==> config.mk <==
export PLATFORM = sky130hd
export DESIGN_NAME = pwl2bit_sync
export DESIGN_NICKNAME = d
export VERILOG_FILES = /design/src/rtl/pwl2bit_pkg.sv /design/src/rtl/pwl_hyst_cmp.sv /design/src/rtl/pwl2bit_sync.sv
export SDC_FILE = /design/constraint.sdc
export NUM_CORES = 1
export LEC_CHECK = 0
export CAP_MARGIN = 15
export CORE_MARGIN = 1
export CORE_UTILIZATION = 35
export CTS_BUF_LIST = sky130_fd_sc_hd__clkbuf_8
export DETAILED_ROUTE_END_ITERATION = 12
export GPL_TIMING_DRIVEN = 0
export PLACE_DENSITY = 0.49
export SKIP_CTS_REPAIR_TIMING = 1
export SYNTH_ARGS = -nofsm -noshare
export SYNTH_HDL_FRONTEND = slang
export SYNTH_SLANG_ARGS = --single-unit
==> constraint.sdc <==
create_clock -name clk -period 9.4 [get_ports clk]
set_input_delay 1.41 -clock clk [delete_from_list [all_inputs] [get_ports clk]]
set_output_delay 1.41 -clock clk [all_outputs]
set_load 0.005 [all_outputs]
==> src/rtl/pwl2bit_pkg.sv <==
// Shared types and fixed-point PWL evaluation for the pwl2bit slicer.
// Voltages are signed codes with 4096 codes per volt; time is counted in clock periods.
package pwl2bit_pkg;

  localparam int DATA_W = 16;
  localparam int COEF_W = 16;
  localparam int TIME_W = 16;
  localparam int EVAL_W = DATA_W + COEF_W + 2;
  localparam int DEB_W  = 4;

  typedef struct packed {
    logic signed [DATA_W-1:0] a;
    logic signed [COEF_W-1:0] b;
    logic [TIME_W-1:0]        t0;
  } pwl_t;

  typedef enum logic [1:0] {LOW, PEND_HI, HIGH, PEND_LO} slc_state_t;

  // v = a + b*(t_now - t0), evaluated wide enough that it can never overflow.
  function automatic logic signed [EVAL_W-1:0] pwl_eval(input pwl_t p,
                                                         input logic [TIME_W-1:0] t_now);
    logic [TIME_W-1:0]        dt;
    logic signed [EVAL_W-1:0] a_x;
    logic signed [EVAL_W-1:0] b_x;
    logic signed [EVAL_W-1:0] dt_x;
    dt   = t_now - p.t0;
    a_x  = {{(EVAL_W-DATA_W){p.a[DATA_W-1]}}, p.a};
    b_x  = {{(EVAL_W-COEF_W){p.b[COEF_W-1]}}, p.b};
    dt_x = {{(EVAL_W-TIME_W){1'b0}}, dt};
    return a_x + b_x * dt_x;
  endfunction

endpackage

==> src/rtl/pwl_hyst_cmp.sv <==
// PWL evaluation against a local time base followed by a hysteresis comparator.
module pwl_hyst_cmp
  import pwl2bit_pkg::*;
#(
  parameter logic signed [DATA_W-1:0] VTH  = 16'sd2048,
  parameter logic [DATA_W-1:0]        VHYS = 16'd410,
  parameter logic                     INIT = 1'b0
) (
  input  logic clk,
  input  logic rst,
  input  logic en,
  input  pwl_t in,
  output logic cmp,
  output logic cmp_flip
);

  localparam logic signed [EVAL_W-1:0] VTH_X    = {{(EVAL_W-DATA_W){VTH[DATA_W-1]}}, VTH};
  localparam logic signed [EVAL_W-1:0] HALF_HYS = {{(EVAL_W-DATA_W+1){1'b0}}, VHYS[DATA_W-1:1]};
  localparam logic signed [EVAL_W-1:0] TRIP_HI  = VTH_X + HALF_HYS;
  localparam logic signed [EVAL_W-1:0] TRIP_LO  = VTH_X - HALF_HYS;

  logic [TIME_W-1:0]        r_tnow;
  logic                     r_cmp;
  logic signed [EVAL_W-1:0] w_v;
  logic                     w_cmp_nxt;

  assign w_v = pwl_eval(in, r_tnow);

  // Upper trip is tested first so a zero-width band resolves a tie to 1.
  always_comb begin
    w_cmp_nxt = r_cmp;
    if (en) begin
      if (w_v >= TRIP_HI)      w_cmp_nxt = 1'b1;
      else if (w_v <= TRIP_LO) w_cmp_nxt = 1'b0;
    end
  end

  always_ff @(posedge clk or posedge rst) begin
    if (rst) begin
      r_tnow <= '0;
      r_cmp  <= INIT;
    end else begin
      r_tnow <= r_tnow + TIME_W'(1);
      r_cmp  <= w_cmp_nxt;
    end
  end

  assign cmp      = r_cmp;
  assign cmp_flip = w_cmp_nxt ^ r_cmp;

endmodule

==> src/rtl/pwl2bit_sync.sv <==
// PWL-to-logic receiver: hysteresis slicer, N-sample debounce FSM, edge pulses and
// a saturating transition counter.
module pwl2bit_sync
  import pwl2bit_pkg::*;
#(
  parameter logic signed [DATA_W-1:0] VTH   = 16'sd2048,
  parameter logic [DATA_W-1:0]        VHYS  = 16'd410,
  parameter int                       N_DEB = 2,
  parameter int                       CNT_W = 8,
  parameter logic                     INIT  = 1'b0
) (
  input  logic             clk,
  input  logic             rst,
  input  logic             en,
  input  pwl_t             in,
  output logic             out,
  output logic             rise,
  output logic             fall,
  output logic [CNT_W-1:0] cnt,
  output logic             valid
);

  localparam logic [DEB_W-1:0] DEB_TGT   = DEB_W'(N_DEB);
  localparam slc_state_t       RST_STATE = INIT ? HIGH : LOW;

  slc_state_t       r_state;
  logic [DEB_W-1:0] r_deb;
  logic             r_out;
  logic             r_rise;
  logic             r_fall;
  logic [CNT_W-1:0] r_cnt;
  logic             r_valid;
  logic             w_cmp;
  logic             w_cmp_flip;
  logic             w_smp;
  logic [DEB_W-1:0] w_deb_inc;

  function automatic logic [CNT_W-1:0] sat_inc(input logic [CNT_W-1:0] c);
    return (c == {CNT_W{1'b1}}) ? c : c + CNT_W'(1);
  endfunction

  pwl_hyst_cmp #(
    .VTH  (VTH),
    .VHYS (VHYS),
    .INIT (INIT)
  ) u_cmp (
    .clk      (clk),
    .rst      (rst),
    .en       (en),
    .in       (in),
    .cmp      (w_cmp),
    .cmp_flip (w_cmp_flip)
  );

  // The debouncer counts the sample being taken on this edge, not the previous one,
  // so the N_DEB-th agreeing sample commits out on its own edge.
  assign w_smp     = w_cmp ^ w_cmp_flip;
  assign w_deb_inc = r_deb + DEB_W'(1);

  always_ff @(posedge clk or posedge rst) begin
    if (rst) begin
      r_state <= RST_STATE;
      r_deb   <= '0;
      r_out   <= INIT;
      r_rise  <= 1'b0;
      r_fall  <= 1'b0;
      r_cnt   <= '0;
      r_valid <= 1'b0;
    end else begin
      r_rise <= 1'b0;
      r_fall <= 1'b0;
      if (en) begin
        r_valid <= 1'b1;
        case (r_state)
          LOW: begin
            if (w_smp) begin
              if (DEB_TGT == DEB_W'(1)) begin
                r_state <= HIGH;
                r_out   <= 1'b1;
                r_rise  <= 1'b1;
                r_cnt   <= sat_inc(r_cnt);
              end else begin
                r_state <= PEND_HI;
                r_deb   <= DEB_W'(1);
              end
            end
          end
          PEND_HI: begin
            if (!w_smp) begin
              r_state <= LOW;
              r_deb   <= '0;
            end else if (w_deb_inc == DEB_TGT) begin
              r_state <= HIGH;
              r_deb   <= '0;
              r_out   <= 1'b1;
              r_rise  <= 1'b1;
              r_cnt   <= sat_inc(r_cnt);
            end else begin
              r_deb <= w_deb_inc;
            end
          end
          HIGH: begin
            if (!w_smp) begin
              if (DEB_TGT == DEB_W'(1)) begin
                r_state <= LOW;
                r_out   <= 1'b0;
                r_fall  <= 1'b1;
                r_cnt   <= sat_inc(r_cnt);
              end else begin
                r_state <= PEND_LO;
                r_deb   <= DEB_W'(1);
              end
            end
          end
          PEND_LO: begin
            if (w_smp) begin
              r_state <= HIGH;
              r_deb   <= '0;
            end else if (w_deb_inc == DEB_TGT) begin
              r_state <= LOW;
              r_deb   <= '0;
              r_out   <= 1'b0;
              r_fall  <= 1'b1;
              r_cnt   <= sat_inc(r_cnt);
            end else begin
              r_deb <= w_deb_inc;
            end
          end
          default: begin
            r_state <= RST_STATE;
            r_deb   <= '0;
          end
        endcase
      end
    end
  end

  assign out   = r_out;
  assign rise  = r_rise;
  assign fall  = r_fall;
  assign cnt   = r_cnt;
  assign valid = r_valid;

endmodule

## Word-level counts from Yosys, hierarchy flattened

Cells that the tools add are included.

- $add $sub $neg: 5
- Multipliers: 1
- Div/mod/pow operators: 0
- Order comparisons: 2
- Equality and inequality tests: 13
- Shifts and indexed selects: 0
- Multiplexer cells: 33
- Bitwise gates (word level): 2
- Reduce and logical (&&, ||, !) cells: 6

Operator list:

| operator | number |
|---|---|
| adder 16 x 33 -> 34 bit | 1 |
| >= comparator 34 x 13 -> 1 bit, second input constant | 1 |
| less-or-equal comparator 34 x 12 -> 1 bit, second input constant | 1 |
| multiplier 16 x 17 -> 33 bit | 1 |
| two-way mux 8 bit | 4 |
| two-way mux 4 bit | 5 |
| adder 16 x 1 -> 16 bit, second input constant | 1 |
| case mux 4 bit (4 select lines) | 1 |
| case mux 8 bit (2 select lines) | 1 |
| subtractor 16 bit | 1 |
| two-way mux 1 bit | 14 |
| two-way mux 2 bit | 6 |
| inequality test 2 bit, second input constant | 6 |
| adder 8 x 1 -> 8 bit, second input constant | 1 |
| equality test 8 bit, second input constant | 1 |
| case mux 2 bit (4 select lines) | 1 |
| inequality test 3 bit, second input constant | 2 |
| AND reduction 6 bit | 1 |
| AND reduction 5 bit | 1 |
| adder 4 x 1 -> 4 bit, second input constant | 1 |
| equality test 2 bit, second input constant | 2 |
| equality test 4 x 2 -> 1 bit, second input constant | 1 |
| AND reduction 4 bit | 1 |
| AND reduction 3 bit | 1 |
| other kinds (5) | 6 |

- Flip-flop bits (word level): 35
- Latch bits: 0
- RAM bits: 0
- ROM bits: 0
- Word-level logic and storage cells: 71
- Memories: 0

## Depth between registers and ports, before layout

Gate-level depths: netlist of the first run.

- Word-level depth: 12
- Gate-level depth with buffers: 41
- Gate-level depth less buffers: 39

## By module

From an unflattened synthesis of the first run, not the netlist that was laid out.

- Cells, all modules: 1,610
- Area total of the unflattened synthesis: 13,706.9 sq um

Modules (own cells, without submodules):

| module | times used | cells an instance | area each (sq um) | sequential area each (sq um) |
|---|---|---|---|---|
| pwl_hyst_cmp | 1 | 1,515 | 12,650.9 | 425.4 |
| pwl2bit_sync | 1 | 95 | 1,056.0 | 450.4 |

## Least setup slack after synthesis of the first run

OpenSTA, ideal clock, no wires.

- Kind: in2reg
- From: in in[2] (netlist name)
- To: reg r_cnt[2] (netlist: cnt[2])
- Library setup time: 0.138 ns
- Arrival: 9.906 ns
- Required time: 9.262 ns
- Path slack: -0.644 ns
- Stages on the path: 36
- Buffers on the path: 2
- Cells stage by stage: inv_1 -> ha_1 -> nor2b_1 -> o21ai_0 -> a21boi_0 -> o21ai_0 -> a21boi_0 -> o21ai_0 -> a21o_1 -> a31oi_1 -> o311ai_0 -> clkbuf_1 -> nand2_1 -> fa_1 -> fa_1 -> inv_1 -> fa_1 -> inv_1 -> fa_1 -> fa_1 -> fa_1 -> inv_1 -> ha_1 -> a21oi_1 -> o21a_1 -> nand4_1 -> a31oi_1 -> a211o_1 -> nor3_1 -> or4_1 -> nor4_4 -> a21o_4 -> inv_8 -> buf_6 -> mux2i_1 -> o2111ai_1

- Word-level cells in the longest chain between the ends: 11

RTL lines:

| what | line | source |
|---|---|---|
| from (decl) | pwl2bit_sync.sv:15 | `input pwl_t in,` |
| subtractor 16 bit (*) | pwl2bit_pkg.sv:26 | `dt = t_now - p.t0;` |
| multiplier 16 x 17 -> 33 bit (*) | pwl2bit_pkg.sv:30 | `return a_x + b_x * dt_x;` |
| adder 16 x 33 -> 34 bit (*) | pwl2bit_pkg.sv:30 |  |
| less-or-equal comparator 34 x 12 -> 1 bit | pwl_hyst_cmp.sv:34 | `else if (w_v <= TRIP_LO) w_cmp_nxt = 1'b0;` |
| two-way mux 1 bit | pwl_hyst_cmp.sv:34 |  |
| two-way mux 1 bit (*) | pwl_hyst_cmp.sv:33 | `if (w_v >= TRIP_HI) w_cmp_nxt = 1'b1;` |
| two-way mux 1 bit (*) | pwl_hyst_cmp.sv:32 | `if (en) begin` |
| net u_cmp.w_cmp_nxt | pwl_hyst_cmp.sv:25 | `logic w_cmp_nxt;` |
| XOR 1 bit (*) | pwl_hyst_cmp.sv:49 | `assign cmp_flip = w_cmp_nxt ^ r_cmp;` |
| XOR 1 bit (*) | pwl2bit_sync.sv:57 | `assign w_smp = w_cmp ^ w_cmp_flip;` |
| inequality test 2 bit (no line) | - |  |
| AND reduction 4 bit (no line) (*) | - |  |
| to (signal assigned) | pwl2bit_sync.sv:81 | `r_cnt <= sat_inc(r_cnt);` |
| to (signal assigned) | pwl2bit_sync.sv:97 | `r_cnt <= sat_inc(r_cnt);` |
| to (signal assigned) | pwl2bit_sync.sv:108 | `r_cnt <= sat_inc(r_cnt);` |
| to (decl) | pwl2bit_sync.sv:31 | `logic [CNT_W-1:0] r_cnt;` |

The timed path passes the listed nets; every way through them passes the cells marked *.
A chain may end at the register's enable or synchronous reset.

## Worst setup path after layout of the first run

- From: in in[0] (netlist name)
- To: reg r_cnt[6] (netlist: cnt[6])

- Word-level cells in the longest chain between the ends: 11

RTL lines:

| what | line |
|---|---|
| subtractor 16 bit (*) | pwl2bit_pkg.sv:26 |
| multiplier 16 x 17 -> 33 bit (*) | pwl2bit_pkg.sv:30 |
| adder 16 x 33 -> 34 bit (*) | pwl2bit_pkg.sv:30 |
| less-or-equal comparator 34 x 12 -> 1 bit | pwl_hyst_cmp.sv:34 |
| two-way mux 1 bit | pwl_hyst_cmp.sv:34 |
| two-way mux 1 bit (*) | pwl_hyst_cmp.sv:33 |
| two-way mux 1 bit (*) | pwl_hyst_cmp.sv:32 |
| XOR 1 bit (*) | pwl_hyst_cmp.sv:49 |
| XOR 1 bit (*) | pwl2bit_sync.sv:57 |
| inequality test 2 bit (no line) | - |
| AND reduction 4 bit (no line) (*) | - |

Every way passes the cells marked *; elsewhere a longest branch is shown, timed or not.

==> results of run 1 <==
## layout make-up
cell class	instances	share of cell area, %
multi-input cells	1094	72.6
clock inverters	2	0.226
plain buffers	55	2.28
well taps	468	3.77
flip-flops and latches	35	5.65
clock buffers	6	0.532
repair buffers	108	6.53
inverters	343	8.38
## state kept, by name, indices dropped and copies added, names as in the netlist, named ones only
name,flops
rise,1
out,1
u_cmp.cmp,1
fall,1
r_state,1
cnt,8
r_deb,4
valid,1
u_cmp.r_tnow,16
## path summary, 6_finish.rpt
| path | slack (ps) | end | cells past startpoint | startpoint |
|---|---|---|---|---|
| worst max register to register | 130 | cnt[6]$_DFFE_PP0P_ | 37 | u_cmp.r_tnow[0]$_DFF_PP0_ |
| worst min register to register | 470 | valid$_DFFE_PP0P_ | 1 | valid$_DFFE_PP0P_ |
| worst max-delay path | -490 | cnt[6]$_DFFE_PP0P_ | 37 | in[0] |
| worst min-delay path | 470 | valid$_DFFE_PP0P_ | 1 | valid$_DFFE_PP0P_ |
| min in group asynchronous | 1570 | u_cmp.r_tnow[10]$_DFF_PP0_ | 2 | rst |
| max in group asynchronous | 7300 | out$_DFFE_PP0P_ | 2 | rst |
## stage by stage
stage / hold WS (ps) / util, % / setup TNS [ps]
after global routing: 490 / 42.3 / -12900
after CTS: 478 / 39.9 / -30100
final: 474 / 42.3 / -6910
after detailed placement: 453 / 39.5 / -36090
after floorplan: 462 / - / -0.250
after global placement: 455 / 39.5 / -36960
## layout by cell type, fill, tap and decap left out, types with 7 or more instances in the layout
cell type        count
inv_1              333
a21oi_2             10
nor2b_1             31
ha_4                10
fa_1               217
buf_4               45
o21ai_0             17
clkbuf_8             7
inv_2                9
nor3_1              22
a21oi_1             23
and3_1              23
xor2_1              11
o211ai_1             7
xnor2_1             26
clkdlybuf4s50_1     58
nand3_1             37
o21ai_2             12
nand2b_1            16
mux2i_1             12
nand4_1             19
nor2_1              49
ha_1               125
buf_6                9
nand2_1            134
fa_2                11
clkbuf_1            30
and2_1             121
dfrtp_1             35
o21ai_1              7
a211oi_1             8
## layer usage
layer | vias to the layer above | wire length [um] | track usage, %
met5 | - | 0 | 0
met4 | 0 | 769 | 4.49
met3 | 36 | 1100 | 0.933
met2 | 172 | 17600 | 32.9
met1 | 5385 | 17200 | 27.8
li1 | 5018 | - | -
## cells by family after synthesis
family / count (synthesis) / share of synthesized area, %
adders and majority gates: 367 / 48.2
AOI/OAI and AO/OA: 162 / 8.77
xor gates and xnor gates: 44 / 3.09
and+or+nand+nor: 507 / 20.3
DFF: 35 / 6.69
buffers and inverters: 402 / 11.9
muxes: 14 / 1.09
==> qor.yml, run 1 <==
clockBufferDepth: 2
synth_seq_cells: 35
nFillCells: 3751
antenna_left: 0
antenna_found_initial: 2
overflow: 0
critPathSlowestCell: "or4_4"
syn_area_per_cell_um2: 8.55
numCtsBuffers: 5
startpoint_type: "input port"
die_area_um2: 38200
drc: 0
required_ps: 9630
dp.cells: 2061
hold_path.class: "flop to flop"
design.core.area_um2: 36700
start_util_pct: 35.7
path_common_cell: "fa_1"
netlist.area_leader.share_pct: 34.9
rsz0062_at_grt: "true"
synth_area_um2: 13100
max-cap-violations: 0
finalNetCount: 2060
synth.net_count: 1949
fmax_mhz: 101
design_area_um2: 15500
synthFlopType: "dfrtp_1"
ys_seq_area_share_pct: 6.69
cp_top_family: "adder cells"
path_class: "input port to flop"
drt_iter0_markers: 501
ff_latch_area_um2: 876
synth_largest_area_cell: "fa_1"
io-pin-count: 63
yosysWarnings: 0
synthArstFlopShare_pct: 100
stdcell_count: 2111
clock_latency_ps: 310
track_usage_pct: 19.6
grt_max_degree: 36
clkTransAtPathRegs_ps: 90
dp_hpwl_mm: 30.6
path_buf_inv: 8
grt_pass1_vias: 10700
synthCells: 1531
worstMarginPinSlew_ps: 1150
antenna_cells: 0
grt_pass1_wl_mm: 58.1
period_share_pct: 105
crit_path_end_kind: "flop"
cp_max_fo: 10
slew_headroom_pct: 23.0
drive_above_1_share_pct: 12.5
synth_area_leaders: "fa_1, ha_1, inv_1, dfrtp_1, and2_1"
wl_mm: 36.7
dr.pass1.iters: 4
root_buffer: "clkbuf_8"
vias_per_cell: 5.03
synth_edf_count: 0
synth_common_cells: "inv_1, fa_1, nand2_1"
synthToLayoutAreaGrowth_pct: 18.5
rows: 70
yosysMostFrequentCell: "inv_1"
place_area_um2: 14500
status: "finished with violations"
globalplace.congestion: 0.866
final-setup-viol-count: 18
cp.arrival_ps: 10120
port_buffers: 62
ys_types: 77
fin_ws_ps: -490
period_needed_ps: 9890
cts_tree: "done"
die_h_um: 195
htreeDepth: 2
wl_per_cell_um: 17.4
violations: "negative setup slack"
die_w_um: 195
clock_sinks: 35
skew_ps: 9.40
multi_input_area_um2: 11300
vias: 10600
pre_cts_slack_ps: -2120
hold_violations: 0
slew_viol_final: 0
slowest_delay_ps: 560
Power of run 1 is left out: the tool's default activity adds up to more than one toggle a clock period on the data nets, which glitch-free logic cannot reach.
==> run 2, diff against run 1 <==
- SLEW_MARGIN: default -> 15
==> run 2 against run 1 <==
  * Non-clock buffer count grew 1
  * First-iteration DRC count down 18%
  * Register-to-register slack lost 100 ps
  * Count of clock-buffer cells in the layout is 1 lower
  * Wire length rose by 0.68%
  * Highest routed layer unchanged
  * Hold slack worse by 1.4 ps
  * Maximum frequency decreased by 0.91%
  * Critical path depth increased by 2
  * The flow still finishes with violations (negative setup slack)
==> qor.yml, run 2 (same netlist as run 1, synthesis figures left out) <==
violations: "negative setup slack"
globalplace.congestion: 0.866  # unchanged
die_w_um: 195  # unchanged
synthToLayoutAreaGrowth_pct: 18.7
startpoint_type: "input port"
hold_violations: 0  # unchanged
required_ps: 9570  # -60 ps
finalNetCount: 2061  # +0.049%
design_area_um2: 15500  # +0.15%
grt_pass1_vias: 10700  # -0.047%
clock_sinks: 35  # unchanged
period_needed_ps: 9980  # +91.2 ps
slowest_delay_ps: 550  # about the same
max-cap-violations: 0  # unchanged
grt_max_degree: 30  # -17%
wl_mm: 36.9  # +0.68%
critPathSlowestCell: "or4b_4"
track_usage_pct: 19.6  # +0.041 points
final_cell_mix: "inv_1, fa_1, nand2_1"
clkTransAtPathRegs_ps: 80  # about the same
dr.pass1.iters: 5  # +1
crit_path_end_kind: "flop"
cp_max_fo: 8  # -2
slew_viol_final: 0  # unchanged
skew_ps: 3.02  # -6.39 ps
status: "finished with violations"
slew_headroom_pct: 28.9  # +5.9 points
fmax_mhz: 100  # -0.91%
drt_iter0_markers: 412  # -18%
antenna_left: 0  # unchanged
htreeDepth: 2  # unchanged
cts_tree: "done"
clockBufferDepth: 2  # unchanged
antenna_found_initial: 3  # +1
root_buffer: "clkbuf_8"
worstMarginPinSlew_ps: 1060  # -87.3 ps
place_area_um2: 14500  # +0.14%
wl_per_cell_um: 17.5  # +0.54%
grt_pass1_wl_mm: 58.1  # unchanged
final_util_pct: 42.3  # +0.061 points
path_common_cell: "fa_1"
die_area_um2: 38200  # unchanged
clock_latency_ps: 310  # about the same
io-pin-count: 63  # unchanged
drive_above_1_share_pct: 13.0  # +0.42 points
cp.arrival_ps: 10160  # +40 ps
drc: 0  # unchanged
die_h_um: 195  # unchanged
port_buffers: 62  # unchanged
rows: 70  # unchanged
numCtsBuffers: 5  # unchanged
overflow: 0  # unchanged
largest_reg_flops: 16  # unchanged
hold_path.class: "flop to flop"
largest-register: "u_cmp.r_tnow"
rsz0062_at_grt: "true"
design.core.area_um2: 36700  # unchanged
dp_hpwl_mm: 30.7  # +0.28%
period_share_pct: 106  # +0.97 points
start_util_pct: 35.7  # unchanged
vias_per_cell: 5.05  # +0.48%
hold_ws_ps: 472  # -1.35 ps
final-setup-viol-count: 18  # unchanged
fin_ws_ps: -582  # -91.2 ps
vias: 10700  # +0.62%
path_class: "input port to flop"
final_common_cell: "inv_1"
## run 2: changes by cell type in the layout (fill, tap and decap cells not counted), sizes merged
cell and delta:
bufinv -1, dlymetal6s2s -1, inv +2, buf +2, diode +2, clkbuf -1
## run 2: routing by layer
metal,track usage (%),share of wire (%),up-vias
met3,1.21,3.5,28
met4,5.60,1.8,0
met5,0,0,-
met2,32.3,49,194
met1,27.8,46,5434
li1,-,-,5021
## run 2: critical path, delay by kind of cell
family	cells	cell delay (ps)
adder cells (fa/ha/maj)	9	3760
AO/OA/AOI/OAI	12	2150
AND/OR/NAND/NOR	8	1850
buffers and inverters	9	820
multiplexers	1	170
## run 2: through the flow
| stage | instances | TNS (ps) | worst slack, ps |
|---|---|---|---|
| floorplan | 1531 | -0.250 | -0.250 |
| global placement | 2061 | -36960 | -2160 |
| detailed placement | 2062 | -35930 | -2130 |
| CTS | 2070 | -30350 | -1820 |
| global route | 2112 | -13730 | -889 |
| finish | 2114 | -8070 | -582 |
## run 2: layout make-up
| type | count | area, um2 |
|---|---|---|
| antenna | 2 | 5.00 |
| buffer | 56 | 358 |
| clock buffer | 5 | 68.8 |
| clock inverter | 3 | 12.5 |
| fill | 3702 | 21200 |
| inverter | 343 | 1300 |
| multi-input combinational | 1094 | 11300 |
| sequential | 35 | 876 |
| tap | 468 | 586 |
| timing repair buffer | 108 | 1010 |
## run 2: path summary, 6_finish.rpt
path	depth (start not counted)	end	from	slack (ps)
setup / recovery	39	cnt[2]$_DFFE_PP0P_	in[0]	-580
setup reg to reg	39	cnt[2]$_DFFE_PP0P_	u_cmp.r_tnow[0]$_DFF_PP0_	30
hold reg to reg	1	valid$_DFFE_PP0P_	valid$_DFFE_PP0P_	470
max in group asynchronous	3	r_deb[2]$_DFFE_PP0P_	rst	7660
min in group asynchronous	2	u_cmp.r_tnow[10]$_DFF_PP0_	rst	1320
hold / removal	1	valid$_DFFE_PP0P_	valid$_DFFE_PP0P_	470
Power of run 2 is left out for the same reason.
==> run 3, diff against run 2 <==
- CTS_CLUSTER_SIZE: default -> 16
==> results of run 3 <==
Same layout as run 2: the final DEF is identical, and so are final timing and power.
Power of run 3 is left out for the same reason.
